$ cat src/rtl/uart_receiver.sv
// Purpose: UART receive stage (1 start, SIZE_DATA data LSB first, 1 stop, no parity) oversampled by i_stick.
// Latency: strobe/error pulse registered one cycle after the mid-stop sampling tick.
// Backpressure: none toward the line; a good frame arriving while i_fifo_full is set is dropped and flagged.
module uart_receiver #(
    parameter int SIZE_DATA   = 8,
    parameter int OVER_SAMPLE = 16
) (
    input  logic                 i_clk,
    input  logic                 i_rst_n,
    input  logic                 i_stick,
    input  logic                 i_rx_serial,
    input  logic                 i_fifo_full,
    output logic [SIZE_DATA-1:0] o_rx_data,
    output logic                 o_rx_valid,
    output logic                 o_frame_err,
    output logic                 o_overrun
);

    localparam int CW = $clog2(OVER_SAMPLE) + 1;
    localparam int IW = (SIZE_DATA > 1) ? $clog2(SIZE_DATA) : 1;

    localparam logic [CW-1:0] HALF_LAST = CW'(OVER_SAMPLE / 2 - 1);
    localparam logic [CW-1:0] FULL_LAST = CW'(OVER_SAMPLE - 1);
    localparam logic [IW-1:0] IDX_LAST  = IW'(SIZE_DATA - 1);

    typedef enum logic [2:0] {
        S_IDLE  = 3'd0,
        S_START = 3'd1,
        S_DATA  = 3'd2,
        S_STOP  = 3'd3,
        S_BREAK = 3'd4
    } state_t;

    logic                 rx_meta;
    logic                 rx_s;

    state_t               state,     state_n;
    logic [CW-1:0]        count,     count_n;
    logic [IW-1:0]        index,     index_n;
    logic [SIZE_DATA-1:0] shreg,     shreg_n;
    logic [SIZE_DATA-1:0] rx_data_n;
    logic                 rx_valid_n;
    logic                 frame_err_n;
    logic                 overrun_n;

    // Line idles high, so the synchroniser resets to 1 to avoid a false start after reset.
    always_ff @(posedge i_clk or negedge i_rst_n) begin
        if (!i_rst_n) begin
            rx_meta <= 1'b1;
            rx_s    <= 1'b1;
        end else begin
            rx_meta <= i_rx_serial;
            rx_s    <= rx_meta;
        end
    end

    always_ff @(posedge i_clk or negedge i_rst_n) begin
        if (!i_rst_n) begin
            state       <= S_IDLE;
            count       <= '0;
            index       <= '0;
            shreg       <= '0;
            o_rx_data   <= '0;
            o_rx_valid  <= 1'b0;
            o_frame_err <= 1'b0;
            o_overrun   <= 1'b0;
        end else begin
            state       <= state_n;
            count       <= count_n;
            index       <= index_n;
            shreg       <= shreg_n;
            o_rx_data   <= rx_data_n;
            o_rx_valid  <= rx_valid_n;
            o_frame_err <= frame_err_n;
            o_overrun   <= overrun_n;
        end
    end

    always_comb begin
        state_n     = state;
        count_n     = count;
        index_n     = index;
        shreg_n     = shreg;
        rx_data_n   = o_rx_data;
        rx_valid_n  = 1'b0;
        frame_err_n = 1'b0;
        overrun_n   = 1'b0;

        case (state)
            S_IDLE: begin
                count_n = '0;
                index_n = '0;
                if (!rx_s) begin
                    state_n = S_START;
                end
            end

            S_START: begin
                if (i_stick) begin
                    if (count == HALF_LAST) begin
                        count_n = '0;
                        state_n = rx_s ? S_IDLE : S_DATA;
                    end else begin
                        count_n = count + CW'(1);
                    end
                end
            end

            S_DATA: begin
                if (i_stick) begin
                    if (count == FULL_LAST) begin
                        count_n = '0;
                        shreg_n = {rx_s, shreg[SIZE_DATA-1:1]};
                        if (index == IDX_LAST) begin
                            index_n = '0;
                            state_n = S_STOP;
                        end else begin
                            index_n = index + IW'(1);
                        end
                    end else begin
                        count_n = count + CW'(1);
                    end
                end
            end

            // Leave at mid-stop so a start bit immediately following is not missed.
            S_STOP: begin
                if (i_stick) begin
                    if (count == FULL_LAST) begin
                        count_n = '0;
                        if (rx_s) begin
                            state_n = S_IDLE;
                            if (i_fifo_full) begin
                                overrun_n = 1'b1;
                            end else begin
                                rx_valid_n = 1'b1;
                                rx_data_n  = shreg;
                            end
                        end else begin
                            frame_err_n = 1'b1;
                            state_n     = S_BREAK;
                        end
                    end else begin
                        count_n = count + CW'(1);
                    end
                end
            end

            S_BREAK: begin
                count_n = '0;
                index_n = '0;
                if (rx_s) begin
                    state_n = S_IDLE;
                end
            end

            default: begin
                state_n = S_IDLE;
                count_n = '0;
                index_n = '0;
            end
        endcase
    end

endmodule

$ cat config.mk
export PLATFORM = sky130hd
export DESIGN_NAME = uart_receiver
export DESIGN_NICKNAME = d
export VERILOG_FILES = /design/src/rtl/uart_receiver.sv
export SDC_FILE = /design/constraint.sdc
export NUM_CORES = 1
export LEC_CHECK = 0
export ABC_CLOCK_PERIOD_IN_PS = 1950
export CAP_MARGIN = 30
export CORE_MARGIN = 10
export CORE_UTILIZATION = 45
export DETAILED_ROUTE_END_ITERATION = 6
export PLACE_DENSITY = 0.68
export SYNTH_ARGS = -nofsm -noshare
export SYNTH_HDL_FRONTEND = slang
export SYNTH_SLANG_ARGS = --single-unit
$ cat constraint.sdc
create_clock -name i_clk -period 1.95 [get_ports i_clk]
set_clock_uncertainty 0.2 [all_clocks]
set_input_delay 0.39 -clock i_clk [delete_from_list [all_inputs] [get_ports i_clk]]
set_output_delay 0.39 -clock i_clk [all_outputs]
set_load 0.005 [all_outputs]
==> impl_metrics.yaml <==
outcome:
  outcome: "finished, violations left"
  violations: "negative setup slack"
floorplanning:
  ios: 16
  dieArea_mm2: 0.00594
  start_util_pct: 47.6
  die_y_um: 77.1
  num_rows: 20
  core_area_mm2: 0.00308
  chipWidth_um: 77.1
clock_tree:
  clk_pin_slew_ns: 0.09
  cts.path.max_buffers: 2
  postCtsHoldBufs: 0
  cts-root-buf: "clkbuf_4"
  numCtsBuffers: 5
  cts_tree: "built"
  clock_sinks: 32
  h-tree-depth: 2
  clk_latency_ns: 0.34
finish:
  layout.nets: 167
  syn_to_final_growth_pct: 38.1
  drive_gt1_share_pct: 37.7
  multi_input_area_um2: 719
  n_antenna_cell: 0
  seq_area_um2: 803
  num-fill-cells: 239
synthesis:
  synthCells: 118
  synth-edff-count: 0
  ys.flop_type: "dfrtp_1"
  syn-num-nets: 127
  netlist.area_leader.share_pct: 51.2
  yosysSeqAreaShare_pct: 54.8
  yosysUniqueCellTypes: 39
  syn_area_mm2: 0.00147
  yosysMostFrequentCell: "dfrtp_1"
  synth_area_per_cell_um2: 12.4
  synth_warnings: 0
  synth_top_cells_by_count: "dfrtp_1, mux2_2, nor2_1"
  synth_area_leaders: "dfrtp_1, mux2_2, dfstp_2"
  synth_area_leader_cell: "dfrtp_1"
  synth-seq-cells: 32
  async_flop_share_pct: 100
critical_path:
  path_cells: "ha_2 > and4b_2 > buf_6 > nand2_4 > nor3_4 > buf_12 > mux2_2"
  crit_required_ns: 1.97
  arrival_ns: 2.05
  r2r_cells: 7
  crit_path_end_kind: "flip-flop"
  worst-path-max-fanout: 9
  cp_slowest_cell: "dfrtp_1"
  path_class: "reg -> reg"
  max_stage_delay_ns: 0.37
  cp.depth: 7
  cp-start-kind: "flip-flop"
  crit_family: "simple AND/OR/NAND/NOR gates"
  cp.buffers_inverters: 2
routing:
  vias: 1109
  drc: 0
  wl_per_cell_um: 15.8
  finalWirelength_um: 3210
  firstDrtPassIters: 4
  viasPerCell: 5.46
  drt_iter0_markers: 79
  ant_nets: 0
hold_path:
  holdCritPathClass: "reg -> reg"
  hold-path-cell-count: 0
pwr:
  p_leak_nw: 0.929
  ir_worst_vdd_mv: 0.505
  powerDensity_mw_per_mm2: 872
  design_power_total_mw: 1.77
sta:
  setup_viol: 16
  rsz0062_at_grt: "yes"
  slew_headroom_pct: 73.6
  timing.fmax_mhz: 494
  tightestPinTransition_ns: 0.393
  finalCritPeriodShare_pct: 104
  setup_ws_ns: -0.0734
  hold_violations: 0
  finalCriticalPeriod_ns: 2.02
  hold_ws_ns: 0.163
  maxSlewViolCount: 0
place:
  gp_congestion: 0.874
  io_buffers: 15
  dp_hpwl_um: 2170
global_routing:
  grt_pass1_wl_um: 5460
  overflow: 0
  antenna_found_initial: 0
  grt.total_usage_pct: 11.3
  grt_pass1_vias: 1163
  grt_max_degree: 33
run:
  maxCapViolCount: 0
-- final cells by class --
type | count | share of cell area (%)
sequential | 32 | 39.7
multi-input combinational | 79 | 35.5
timing repair buffer | 38 | 18.0
tap | 44 | 2.72
clock buffer | 6 | 2.04
clock inverter | 2 | 1.73
inverter | 2 | 0.371
-- state kept, by name (all words and copies together), names as in the netlist --
| register | count |
|---|---|
| o_rx_valid | 1 |
| index | 3 |
| o_frame_err | 1 |
| shreg | 8 |
| rx_s | 1 |
| state | 3 |
| rx_meta | 1 |
| count | 5 |
| o_rx_data | 8 |
| o_overrun | 1 |
-- per-layer routing --
metal	vias to the layer above	routed length [um]	GRT usage [%]
met4	0	53	4.93
li1	510	-	-
met1	568	1370	11.8
met2	26	1650	19.6
met3	5	145	4.55
met5	-	0	0
-- worst reg2reg max path, cell delays in order (launching register included) --
cell and delay, ns:
dfrtp_1 0.37, ha_2 0.20, and4b_2 0.28, buf_6 0.13, nand2_4 0.06, nor3_4 0.17, buf_12 0.17, mux2_2 0.33
-- power breakdown --
| group | switching, mW | internal (mW) | leakage [nW] |
|---|---|---|---|
| logic | 0.283 | 0.242 | 0.451 |
| registers | 0.0438 | 0.702 | 0.435 |
| clock network | 0.227 | 0.268 | 0.0422 |
| total | 0.554 | 1.21 | 0.929 |
-- kinds of logic after synthesis --
group | synth area share, %
AO/OA/AOI/OAI | 9.81
adder cells (fa/ha/maj) | 3.41
buffers and inverters | 2.05
flip-flops | 54.8
XOR/XNOR | 1.19
AND/OR/NAND/NOR | 16.5
multiplexers | 12.3
-- worst paths after layout --
check | slack [ns] | from | end
setup / recovery | -0.07 | count[1] | shreg[6]
hold / removal | 0.16 | rx_meta | rx_s
setup reg to reg | -0.07 | count[1] | shreg[6]
hold reg to reg | 0.16 | rx_meta | rx_s
max in group asynchronous | 1.10 | i_rst_n | rx_meta
min in group asynchronous | 0.20 | i_rst_n | state[0]
-- timing repair --
action                                  in CTS  in global routing
setup buffers                                1                  2
gates cloned                                 0                  0
gates resized for setup                     18                  5
pin swaps                                    0                  2
endpoints found under the setup margin      20                 22
-- metrics by stage --
| step | util (%) | setup WS, ns | instances | instance area [um2] | TNS (ns) |
|---|---|---|---|---|---|
| floorplan | - | -0.0855 | 118 | 1470 | -0.684 |
| global placement | 59.7 | -0.189 | 192 | 1840 | -2.30 |
| detailed placement | 59.7 | -0.217 | 192 | 1840 | -2.91 |
| CTS | 64.6 | -0.0741 | 201 | 1990 | -0.960 |
| global route | 65.8 | -0.156 | 203 | 2030 | -2.31 |
| finish | 65.8 | -0.0734 | 203 | 2030 | -0.793 |
-- layout by cell type, fill, tap and decap left out, drive strengths merged, types with 3 or more instances in the layout --
master         instances
nand3                  4
a21oi                  4
mux2                  16
nor2                   7
clkbuf                 6
nor3                   4
o21ai                  3
buf                   23
dfrtp                 30
nand2                  7
nand2b                 3
o41ai                  3
clkdlybuf4s50         15
ha                     4
(Power assumes the default switching activity.)
